<file path="src/rtl/q2a03_phase_gen.sv">
// rtl/q2a03_phase_gen.sv - programmable M-cycle divider, phase strobes and interrupt capture
// Ticks 0..div_cur-1 per M-cycle; phy2 is high from at_cur to the end of the cycle.
module q2a03_phase_gen #(
  parameter int DIV_W       = 5,
  parameter int DEF_DIV     = 12,
  parameter int DEF_PHY2_AT = 6,
  parameter int CNT_W       = 32,
  parameter int SYNC_STAGES = 2
) (
  input  logic             G_clock,
  input  logic             G_reset,
  input  logic             G_ready,
  input  logic [DIV_W-1:0] G_div,
  input  logic [DIV_W-1:0] G_phy2_at,
  input  logic             G_nmi,
  input  logic             G_irq,
  input  logic             G_nmi_ack,
  output logic [DIV_W-1:0] G_tick,
  output logic             G_phy1,
  output logic             G_phy2,
  output logic             G_edge_rise,
  output logic             G_edge_fall,
  output logic [CNT_W-1:0] G_mcycle,
  output logic             G_nmi_pend,
  output logic             G_irq_pend
);

  localparam logic [DIV_W-1:0] L_DEF_DIV = DIV_W'(DEF_DIV);
  localparam logic [DIV_W-1:0] L_DEF_AT  = DIV_W'(DEF_PHY2_AT);

  logic [DIV_W-1:0]       r_tick;
  logic [DIV_W-1:0]       r_div_cur;
  logic [DIV_W-1:0]       r_at_cur;
  logic                   r_started;
  logic [CNT_W-1:0]       r_mcycle;
  logic [SYNC_STAGES-1:0] r_nmi_sync;
  logic [SYNC_STAGES-1:0] r_irq_sync;
  logic                   r_nmi_last;
  logic                   r_nmi_pend;
  logic                   r_irq_pend;

  logic w_last;
  logic w_req_ok;
  logic w_phy2;
  logic w_rise;
  logic w_fall;
  logic w_nmi_fall;

  assign w_last     = (r_tick == (r_div_cur - DIV_W'(1)));
  assign w_req_ok   = (G_div >= DIV_W'(2)) && (G_phy2_at != '0) && (G_phy2_at < G_div);
  assign w_phy2     = r_started && (r_tick >= r_at_cur);
  assign w_rise     = G_ready && r_started && (r_tick == r_at_cur);
  assign w_fall     = G_ready && r_started && w_last;
  assign w_nmi_fall = r_nmi_last && !r_nmi_sync[SYNC_STAGES-1];

  // Tick starts at DEF_DIV-1, so the first ready clock after reset is a normal wrap.
  always_ff @(posedge G_clock or negedge G_reset) begin
    if (!G_reset) begin
      r_tick    <= L_DEF_DIV - DIV_W'(1);
      r_div_cur <= L_DEF_DIV;
      r_at_cur  <= L_DEF_AT;
      r_started <= 1'b0;
    end else if (G_ready) begin
      if (w_last) begin
        r_tick    <= '0;
        r_started <= 1'b1;
        r_div_cur <= w_req_ok ? G_div     : L_DEF_DIV;
        r_at_cur  <= w_req_ok ? G_phy2_at : L_DEF_AT;
      end else begin
        r_tick <= r_tick + DIV_W'(1);
      end
    end
  end

  always_ff @(posedge G_clock or negedge G_reset) begin
    if (!G_reset) begin
      r_mcycle <= '0;
    end else if (w_fall) begin
      r_mcycle <= r_mcycle + CNT_W'(1);
    end
  end

  // Synchronisers idle high; r_nmi_last adds the edge-detect stage.
  always_ff @(posedge G_clock or negedge G_reset) begin
    if (!G_reset) begin
      r_nmi_sync <= '1;
      r_irq_sync <= '1;
      r_nmi_last <= 1'b1;
      r_nmi_pend <= 1'b0;
      r_irq_pend <= 1'b0;
    end else begin
      r_nmi_sync <= {r_nmi_sync[SYNC_STAGES-2:0], G_nmi};
      r_irq_sync <= {r_irq_sync[SYNC_STAGES-2:0], G_irq};
      r_nmi_last <= r_nmi_sync[SYNC_STAGES-1];
      if (w_nmi_fall) begin
        r_nmi_pend <= 1'b1;
      end else if (G_nmi_ack) begin
        r_nmi_pend <= 1'b0;
      end
      if (w_rise) begin
        r_irq_pend <= !r_irq_sync[SYNC_STAGES-1];
      end
    end
  end

  assign G_tick      = r_tick;
  assign G_phy2      = w_phy2;
  assign G_phy1      = r_started && !w_phy2;
  assign G_edge_rise = w_rise;
  assign G_edge_fall = w_fall;
  assign G_mcycle    = r_mcycle;
  assign G_nmi_pend  = r_nmi_pend;
  assign G_irq_pend  = r_irq_pend;

endmodule

</file>
<file path="config.mk">
export PLATFORM = sky130hd
export DESIGN_NAME = q2a03_phase_gen
export DESIGN_NICKNAME = d
export VERILOG_FILES = /design/src/rtl/q2a03_phase_gen.sv
export SDC_FILE = /design/constraint.sdc
export NUM_CORES = 1
export LEC_CHECK = 0
export BUFFER_PORTS_ARGS = -buffer_cell sky130_fd_sc_hd__clkbuf_2
export CORE_UTILIZATION = 59
export CTS_CLUSTER_SIZE = 8
export DETAILED_ROUTE_END_ITERATION = 8
export PLACE_DENSITY = 0.85
export SLEW_MARGIN = 20
export SYNTH_ARGS = -nofsm -noshare
export SYNTH_HDL_FRONTEND = slang
export SYNTH_SLANG_ARGS = --single-unit
</file>
<file path="constraint.sdc">
create_clock -name G_clock -period 4.3 [get_ports G_clock]
set_clock_uncertainty 0.2 [all_clocks]
set_input_delay 0.215 -clock G_clock [delete_from_list [all_inputs] [get_ports G_clock]]
set_output_delay 0.215 -clock G_clock [all_outputs]
set_load 0.005 [all_outputs]
</file>
[After elaboration in Yosys (flattened, before gate mapping)]
Cells that the tools add are included.
Storage, ports and cells
  input bits: 16
  register bits after elaboration: 55
  logic and storage cells: 37
Operators by class
  add/subtract/negate cells: 3
  reductions and logical operators: 14
  equality and inequality tests: 2
  multiplexer cells: 5
  magnitude comparators: 3
Operator list (count)
  $add 32x1->32 const B: 1
  $mux 5: 3
  $eq 5x5->1: 2
  $logic_and 1x1->1: 8
  $add 5x1->5 const B: 1
  $ge 5x2->1 const B: 1
  $ge 5x5->1: 1
  $lt 5x5->1: 1
  $reduce_bool 5->1: 1
  $sub 5x1->5 const B: 1
  $logic_not 1->1: 3
  $mux 1: 2
  $reduce_and 2->1: 1
  $reduce_bool 2->1: 1

[Depth between registers and ports, before layout]
Gate-level depths: netlist (run 1).
  word-level depth: 4
  mapped depth: 8

[Least setup slack after synthesis (run 1)]
OpenSTA, ideal clock, no wires.
  kind: register to register
  start point: reg r_div_cur[0]
  end point: reg r_mcycle[18] (netlist: G_mcycle[18])
  period minus slack after synthesis: 2.153 ns
  slack: 2.147 ns
  library setup time: 0.080 ns
  stages on the path, launching flop included: 9
  arrival time: 1.873 ns
  cell sequence: dfrtp_1 -> inv_1 -> ha_1 -> nor4bb_1 -> o211a_1 -> o2111ai_2 -> buf_6 -> nor4_2 -> xnor2_1
On the way
  cells in the longest elaborated chain, start to end: 3
Ends and longest elaborated chain
  from (decl): line 32  | logic [DIV_W-1:0] r_div_cur;
  from (signal assigned): line 67  | r_div_cur <= w_req_ok ? G_div : L_DEF_DIV;
  $sub 5x1->5: line 49  | assign w_last = (r_tick == (r_div_cur - DIV_W'(1)));
  $eq 5x5->1: line 49
  $logic_and 1x1->1: line 53  | assign w_fall = G_ready && r_started && w_last;
  to (signal assigned): line 79  | r_mcycle <= r_mcycle + CNT_W'(1);
  to (decl): line 35  | logic [CNT_W-1:0] r_mcycle;
No other way between the ends.
A chain may end at the register's enable or synchronous reset.

[Final worst setup path (run 1)]
  start point: reg r_div_cur[0]
  end point: reg r_at_cur[0]
On the way
  cells in the longest elaborated chain, start to end: 3
Ends and longest elaborated chain
  $sub 5x1->5: line 49
  $eq 5x5->1: line 49
  $reduce_and 2->1 (no line)
  to (signal assigned): line 68  | r_at_cur <= w_req_ok ? G_phy2_at : L_DEF_AT;
  to (decl): line 33  | logic [DIV_W-1:0] r_at_cur;
No other way between the ends.

==> impl_metrics.toml, run 1 <==
[critical_path]
crit_buf_inv = 1
arrival_ns = 2.79
required_ns = 4.31
crit_path_start_kind = "flip-flop"
r2r_slack_ns = 1.52
reg2reg_to = "r_at_cur[0]$_DFFE_PN0P_"
cp_max_fo = 13
ff2ff_path_depth = 7
critical_path_class = "flip-flop to flip-flop"
crit_path_top_delay_cell = "and2_1"
crit_chain = "inv_1 > ha_1 > nor4bb_1 > o211a_1 > o211a_1 > and2_1 > mux2_2"
regToRegStartpoint = "r_div_cur[0]$_DFFE_PN0P_"
cp-end-kind = "flip-flop"
crit_family = "simple AND/OR/NAND/NOR gates"
crit_top_cell = "o211a_1"
critPathMaxStageDelay_ns = 0.44

[min_path]
hold_class = "input port to flip-flop"
min_to = "r_at_cur[3]$_DFFE_PN0P_"
hold_start = "G_phy2_at[3]"
worstHoldPathCells = 3

[synthesis]
ys_seq_area_share_pct = 48.3
synth_compound_area_share_pct = 9.34
synthCells = 270
syn_area_sq_um = 2880
synth_edf_count = 0
synth_mux_area_share_pct = 2.17
postSynth.asyncResetShare_pct = 100
synth_top_family_by_area = "simple AND/OR/NAND/NOR gates"
yosysTopAreaCellShare_pct = 37.4
ys_warn_count = 0
yosysUniqueCellTypes = 46
postSynthAreaPerCell_sq_um = 10.7
synthTopCellsByArea = "dfrtp_1 (37%), dfstp_2 (11%), xor2_1 (7.6%)"
synth_fp_nets = 298
synth_ff_type = "dfrtp_1"
synth-simple-area-share_pct = 18.7
yosysTopAreaCell = "dfrtp_1"
synth_adder_area_share_pct = 5.22
synth-seq-cells = 55
synth_xor_xnor_area_share_pct = 11.3

[power]
p_total_uw = 1600
p_per_area_nw_per_um2 = 466
p_leak_uw = 0.00174
ir_worst_vdd_mv = 0.295

[finish]
num_antenna_cells = 0
fillers = 346
final_cell_mix = "clkbuf_2 (58), dfrtp_1 (43), inv_1 (27)"
fin_nets = 369
drive_above_1_share_pct = 28.1
area_growth_pct = 19.5
stdcell_area_sq_um = 3440
final_common_cell = "clkbuf_2"

[cts]
clockRootBuffer = "clkbuf_8"
clk_pin_slew_ns = 0.10
postCtsSetupRepairBufs = 0
clkSinkCount = 55
cts_max_level = 2
clockBufferDepth = 2
clkLatencyLatePin_ns = 0.31
cts_tree = "built"
numCtsBuffers = 5

[route]
dr.pass1.iters = 4
drc = 0
drtIter0Drc = 133
vias = 2246
routedWlPerCell_um = 13.9
ant_nets = 0
vias_per_cell = 5.49
routed_wl_mm = 5.70

[sta]
timing.final.crit_share_pct = 64.6
worst_pin_slew_ns = 0.739
final.min_clock_period_ns = 2.78
finalHoldViolCount = 0
slew_headroom_pct = 50.7
timing.final.max_slew_violations = 0
setup_viol = 0
finalSetupTns_ns = 0
rsz0062_at_grt = "false"
fin_hold_ws_ns = 0.00501
fmax_ghz = 0.360

[global_routing]
antenna_found_initial = 0
grt-ovfl-total = 0
grt_start_max_net_pins = 56
grt_pass1_wl_mm = 9.93
grtUsageTotal_pct = 24.4
grt_pass1_vias = 2210

[floorplan]
die_h_um = 71.9
ioPinCount = 59
dieArea_sq_um = 5160
core_area_sq_um = 4720
die_x_um = 71.9
row_count = 25
start_util_pct = 61.0

[flow_run]
maxCapViolCount = 0

[placed_design]
portBuffers = 58
dp_hpwl_mm = 4.01
gp_congestion = 0.810
placed_area_sq_um = 3220

[run_status]
status = "completed"
-- metal layers --
metal  GRT usage [%]  wire length (um)  vias up
met5               0                 0        -
met4            8.06                85        0
met1            32.9              2600     1081
li1                -                 -     1099
met3            4.08               174       11
met2            40.1              2840       55
-- cell families (layout without fill, tap and decap cells) --
logic type	Yosys count	count (layout)
compound gates	39	39
xor+xnor	37	37
fa+ha+maj	12	12
buf+inv	34	106
flops	55	55
mux	6	6
simple gates	87	87
-- synthesized netlist by cell type (all sizes together), types with 2 or more instances --
master	n
xnor2	12
nand4	6
buf	6
inv	27
o211a	2
dfrtp	43
a211oi	2
nand2	13
o2bb2ai	2
a21oi	10
a31oi	4
a31o	3
and3	3
nor4	15
dfstp	12
a21boi	3
o21ai	6
nand2b	6
nor2	5
o22ai	2
mux2i	4
or3	2
mux2	2
xor2	25
o211ai	4
and2	2
nor3	16
ha	12
nand3	13
-- worst max path at each step --
stage / startpoint / to / slack, ns / depth (start not counted)
finish: r_div_cur[0]$_DFFE_PN0P_ / r_at_cur[0]$_DFFE_PN0P_ / 1.52 / 7
global route: r_div_cur[0]$_DFFE_PN0P_ / r_at_cur[0]$_DFFE_PN0P_ / 1.29 / 7
CTS: r_div_cur[0]$_DFFE_PN0P_ / G_edge_fall / 1.41 / 7
detailed placement: r_div_cur[0]$_DFFE_PN0P_ / G_mcycle[21]$_DFFE_PN0P_ / 1.51 / 7
global placement: r_div_cur[0]$_DFFE_PN0P_ / G_mcycle[21]$_DFFE_PN0P_ / 1.64 / 7
floorplan: r_div_cur[0]$_DFFE_PN0P_ / G_mcycle[18]$_DFFE_PN0P_ / 2.15 / 8
-- flip-flops by register name, summed over array words and instances, names as in the netlist --
signal,count
r_at_cur,5
r_div_cur,5
G_tick,5
r_irq_sync,2
r_started,1
G_irq_pend,1
r_nmi_sync,2
r_nmi_last,1
G_mcycle,32
G_nmi_pend,1
-- report_power, final --
group	total, uW	internal, uW	switching, uW
sequential	729	631	97.9
combinational	580	259	321
clock	294	118	176
total	1600	1010	594
-- repair_timing --
action | in CTS | in global routing
hold endpoints to repair | 54 | 0
setup endpoints to repair | 0 | 0
resized for setup | 0 | 0
hold buffers | 12 | 0
-- worst reg2reg max path, delay by kind of cell, from the launching register on --
family / cells / cell delay, ns
and+or+nand+nor: 2 / 0.72
DFF: 1 / 0.42
AOI/OAI and AO/OA: 2 / 0.64
adders and majority gates: 1 / 0.21
muxes: 1 / 0.38
buffers and inverters: 1 / 0.10
-- metrics by stage --
stage	util (%)	cells	setup slack [ns]
after detailed placement	68.1	389	1.51
after global placement	68.1	389	1.64
after global routing	72.8	409	1.29
final	72.8	409	1.52
after CTS	72.6	409	1.41
after floorplan	-	270	2.15
-- final cells by class --
class / instances / area, sq um / area share, %
clock inverters: 3 / 22.5 / 0.655
well taps: 67 / 83.8 / 2.44
repair buffers: 71 / 418 / 12.1
inverters: 27 / 101 / 2.95
flip-flops and latches: 55 / 1390 / 40.4
multi-input cells: 181 / 1360 / 39.4
clock buffers: 5 / 68.8 / 2.00
Power figures use the tool's default switching activity.
==> inputs of run 2 (changes only) <==
--- a/config.mk
+++ b/config.mk
@@ -6,10 +6,10 @@
 export NUM_CORES = 1
 export LEC_CHECK = 0
 export BUFFER_PORTS_ARGS = -buffer_cell sky130_fd_sc_hd__clkbuf_2
-export CORE_UTILIZATION = 59
+export CORE_UTILIZATION = 55
 export CTS_CLUSTER_SIZE = 8
 export DETAILED_ROUTE_END_ITERATION = 8
-export PLACE_DENSITY = 0.85
+export PLACE_DENSITY = 0.8
 export SLEW_MARGIN = 20
 export SYNTH_ARGS = -nofsm -noshare
 export SYNTH_HDL_FRONTEND = slang
==> constraint.sdc (replaced) <==
create_clock -name G_clock -period 2.89 [get_ports G_clock]
set_clock_uncertainty 0.2 [all_clocks]
set_input_delay 0.1445 -clock G_clock [delete_from_list [all_inputs] [get_ports G_clock]]
set_output_delay 0.1445 -clock G_clock [all_outputs]
set_load 0.005 [all_outputs]
==> impl_metrics.toml, run 2 (same netlist as run 1, synthesis figures left out) <==
[run_status]
status = "completed"

[sta]
setup_viol = 0
fmax_ghz = 0.404
slew_headroom_pct = 55.9
fin_hold_ws_ns = 0.0257
timing.final.crit_share_pct = 85.6
finalSetupTns_ns = 0
timing.final.max_slew_violations = 0
worst_pin_slew_ns = 0.662
rsz0062_at_grt = "false"
final.min_clock_period_ns = 2.47
finalHoldViolCount = 0

[flow_run]
maxCapViolCount = 0

[floorplan]
die_x_um = 74.4
start_util_pct = 59.0
ioPinCount = 59
row_count = 25
dieArea_sq_um = 5530
core_area_sq_um = 4880
die_h_um = 74.4

[finish]
area_growth_pct = 19.9
fillers = 394
fin_nets = 372
final_common_cell = "clkbuf_2"
largest_reg_flops = 32
utilization_pct = 70.7
num_antenna_cells = 0
drive_above_1_share_pct = 28.4
final_cell_mix = "clkbuf_2 (58), dfrtp_1 (43), inv_1 (27)"
final_cells = 412

[power]
p_leak_uw = 0.00175
p_per_area_nw_per_um2 = 682
ir_worst_vdd_mv = 0.413

[critical_path]
critPathMaxStageDelay_ns = 0.42
crit_top_cell = "inv_1"
crit_path_start_kind = "flip-flop"
crit_family = "buffers and inverters"
crit_buf_inv = 4
critical_path_class = "flip-flop to primary output"
arrival_ns = 2.13
crit_chain = "inv_1 > ha_1 > nor4bb_1 > o211a_1 > o2111ai_2 > buf_4 > inv_1 > clkbuf_2"
required_ns = 2.55
crit_path_top_delay_cell = "dfrtp_1"
cp-end-kind = "primary output"
cp_max_fo = 24

[placed_design]
dp_cells = 391
dp_hpwl_mm = 4.02
gp_congestion = 0.848
portBuffers = 58

[route]
routedWlPerCell_um = 13.7
routed_wl_mm = 5.66
dr.pass1.iters = 4
drtIter0Drc = 83
ant_nets = 0
drc = 0
vias_per_cell = 5.38
vias = 2216

[global_routing]
use_met3_pct = 3.93
antenna_found_initial = 0
grt_most_used_layer = "met2"
met1_usage_pct = 25.3
grt-ovfl-total = 0
grt_start_max_net_pins = 56
use_met2_pct = 40.8
grt_pass1_vias = 2156
grtUsageTotal_pct = 21.8
grt_pass1_wl_mm = 9.23

[cts]
clkSinkCount = 55
cts_max_level = 2
clkLatencyLatePin_ns = 0.31
clk_pin_slew_ns = 0.09
clockBufferDepth = 2
numCtsBuffers = 5
clockRootBuffer = "clkbuf_8"
cts_tree = "built"

[min_path]
hold_class = "input port to flip-flop"
run 2: cell count changes in the layout (fill, tap and decap cells not counted), sizes merged:
cell,before,now
dlygate4sd3,12,13
inv,29,28
buf,1,3
clkinv,1,2
run 2: path summary, 6_finish.rpt:
| kind | from | to | slack (ns) | depth (start not counted) |
|---|---|---|---|---|
| hold / removal | G_ready | G_tick[0]$_DFFE_PN1P_ | 0.03 | 2 |
| setup reg to reg | r_div_cur[0]$_DFFE_PN0P_ | r_at_cur[0]$_DFFE_PN0P_ | 0.43 | 7 |
| setup / recovery | r_div_cur[0]$_DFFE_PN0P_ | G_edge_fall | 0.42 | 8 |
| hold reg to reg | r_irq_sync[0]$_DFF_PN1_ | r_irq_sync[1]$_DFF_PN1_ | 0.16 | 0 |
| max in group asynchronous | G_reset | r_started$_DFFE_PN0P_ | 1.76 | 3 |
| min in group asynchronous | G_reset | G_mcycle[29]$_DFFE_PN0P_ | 0.29 | 3 |
run 2: final cells by class:
cell class	count	area, sq um	share of cell area (%)
flip-flops and latches	55	1390	40.3
repair buffers	74	443	12.8
inverters	27	101	2.94
multi-input cells	181	1340	38.9
clock inverters	3	18.8	0.544
well taps	67	83.8	2.43
clock buffers	5	68.8	1.99
run 2: metal layers:
| metal | share of wire, % | wire, um |
|---|---|---|
| met1 | 45 | 2560 |
| met2 | 51 | 2880 |
| met3 | 2.6 | 148 |
| met4 | 1.3 | 72 |
| met5 | 0 | 0 |
run 2: where the power goes:
group          leakage [uW]  switching (uW)  internal, uW  total [uW]
registers          0.000667             148           938        1090
clock network     0.0000483             244           171         415
logic               0.00103             455           396         851
total               0.00175             847          1510        2350
run 2: timing repair:
action | in CTS | in global routing
gates resized for setup | 0 | 0
hold endpoints to repair | 55 | 0
hold buffers | 13 | 0
buffers inserted | 0 | 0
run 2: through the flow:
step | setup WS (ns) | total power, uW | cell area, sq um
final | 0.417 | 2350 | 3450
after global routing | 0.220 | 2520 | 3450
after CTS | 0.416 | 2360 | 3450
after detailed placement | 0.440 | 1930 | 3230
after global placement | 0.558 | 1900 | 3230
after floorplan | 0.737 | 1670 | 2880
==> inputs of run 3 (changes only) <==
--- a/config.mk
+++ b/config.mk
@@ -10,6 +10,7 @@
 export CTS_CLUSTER_SIZE = 8
 export DETAILED_ROUTE_END_ITERATION = 8
 export PLACE_DENSITY = 0.8
+export RECOVER_POWER = 100
 export SLEW_MARGIN = 20
 export SYNTH_ARGS = -nofsm -noshare
 export SYNTH_HDL_FRONTEND = slang
==> impl_metrics.toml, run 3 (same netlist as run 1, synthesis figures left out) <==
[cts]
ctsResizeCount = 0
clkSinkCount = 55
holdBufCountCts = 13
clkLatencyLatePin_ns = 0.30
cts_max_level = 2
clk_pin_slew_ns = 0.09
numCtsBuffers = 5
postCtsSetupRepairBufs = 0
clockBufferDepth = 2
clockRootBuffer = "clkbuf_8"
cts_tree = "built"

[power]
p_leak_uw = 0.00165
share_comb_of_total_power_pct = 35.0
clock_power_share_pct = 18.0
p_per_area_nw_per_um2 = 684
seqPwrFrac_pct = 47.0
internal_power_uw = 1480
p_sw_uw = 823
ir_worst_vdd_mv = 0.412
swShare_pct = 35.8

[sta]
final.min_clock_period_ns = 2.56
worst_pin_slew_ns = 1.28
slew_headroom_pct = 14.4
setup_viol = 0
timing.final.crit_share_pct = 88.6
fmax_ghz = 0.391
rsz0062_at_grt = "false"
finalHoldViolCount = 0
finalSetupTns_ns = 0
timing.final.max_slew_violations = 0

[route]
routedWlPerCell_um = 13.8
dr.pass1.iters = 4
routed_wl_mm = 5.67
vias = 2216
ant_nets = 0
vias_per_cell = 5.38
drc = 0
drtIter0Drc = 75

[critical_path]
crit_path_start_kind = "flip-flop"
regToRegStartpoint = "r_div_cur[0]$_DFFE_PN0P_"
cp-end-kind = "flip-flop"
required_ns = 2.89
arrival_ns = 2.56
crit_path_start = "r_div_cur[0]$_DFFE_PN0P_"
critical_path_class = "flip-flop to flip-flop"
cp_max_fo = 11

[floorplan]
row_count = 25
core_area_sq_um = 4880
start_util_pct = 59.0
die_h_um = 74.4
dieArea_sq_um = 5530
ioPinCount = 59
die_x_um = 74.4

[finish]
drive_above_1_share_pct = 18.6
fin_nets = 372
fillers = 420
area_growth_pct = 16.9
utilization_pct = 68.9
final_common_cell = "dfrtp_1"
num_antenna_cells = 0
stdcell_area_sq_um = 3360
final_cell_mix = "dfrtp_1 (43), clkbuf_2 (36), inv_1 (27)"
largest_reg_flops = 32

[flow_run]
maxCapViolCount = 0

[min_path]
hold_start = "G_ready"
hold_class = "input port to flip-flop"

[placed_design]
dp_hpwl_mm = 4.02
gp_congestion = 0.848
placed_area_sq_um = 3230
portBuffers = 58

[global_routing]
grt_start_max_net_pins = 56
grt_pass1_wl_mm = 9.23
grt_pass1_vias = 2156
grt-ovfl-total = 0
grtUsageTotal_pct = 21.8
antenna_found_initial = 0

[run_status]
status = "completed"
-- run 3: cell types whose count changed in the layout (fill, tap and decap cells not counted), moves of 2 or more --
cell      change
clkbuf_1     +23
dfstp_1       +3
nor4_2        -4
buf_4         -2
clkbuf_2     -22
dfstp_2       -3
nor4_1        +5
-- run 3: layout make-up --
| type | count | area [sq um] | share of cell area (%) |
|---|---|---|---|
| Sequential cell | 55 | 1390 | 41.4 |
| Clock buffer | 5 | 68.8 | 2.05 |
| Inverter | 27 | 101 | 3.01 |
| Clock inverter | 3 | 18.8 | 0.558 |
| Tap cell | 67 | 83.8 | 2.49 |
| Timing Repair Buffer | 74 | 408 | 12.1 |
| Multi-Input combinational cell | 181 | 1290 | 38.4 |
-- run 3: final timing paths --
check	end	slack, ns	cells after the start
worst min register to register	r_irq_sync[1]$_DFF_PN1_	0.16	0
worst max register to register	r_at_cur[0]$_DFFE_PN0P_	0.33	7
worst max-delay path	r_at_cur[0]$_DFFE_PN0P_	0.33	7
max in group asynchronous	r_started$_DFFE_PN0P_	1.19	3
worst min-delay path	G_tick[3]$_DFFE_PN1P_	0.03	2
min in group asynchronous	G_mcycle[29]$_DFFE_PN0P_	0.53	3
-- run 3: layer usage --
| metal | global-route usage (%) | wire, um |
|---|---|---|
| met1 | 25.3 | 2540 |
| met4 | 6.71 | 74 |
| met5 | 0 | 0 |
| met2 | 40.8 | 2860 |
| met3 | 3.93 | 202 |
-- run 3: power by group through the flow --
stage	logic (uW)	registers [uW]	clock network [uW]
2_1_floorplan	623	1050	0
3_3_place_gp	811	1090	0
6_report	807	1080	414
5_1_grt	895	1100	471
3_5_place_dp	836	1100	0
4_1_cts	853	1080	428
-- run 3: critical path, cell delays in order, from the launching register on --
cell      delay [ns]
dfrtp_1         0.42
inv_1           0.09
ha_1            0.18
nor4bb_1        0.32
o211a_1         0.22
o211a_1         0.16
and2_0          0.47
mux2_2          0.39
-- run 3: stage by stage --
step | hold WS [ns] | cells | worst slack [ns] | total power [uW]
after floorplan | -0.351 | 270 | 0.737 | 1670
after global placement | 0.0348 | 391 | 0.558 | 1900
after detailed placement | 0.0350 | 391 | 0.440 | 1930
after CTS | 0.0165 | 412 | 0.416 | 2360
after global routing | 0.0511 | 412 | 0.185 | 2470
final | 0.0346 | 412 | 0.330 | 2300
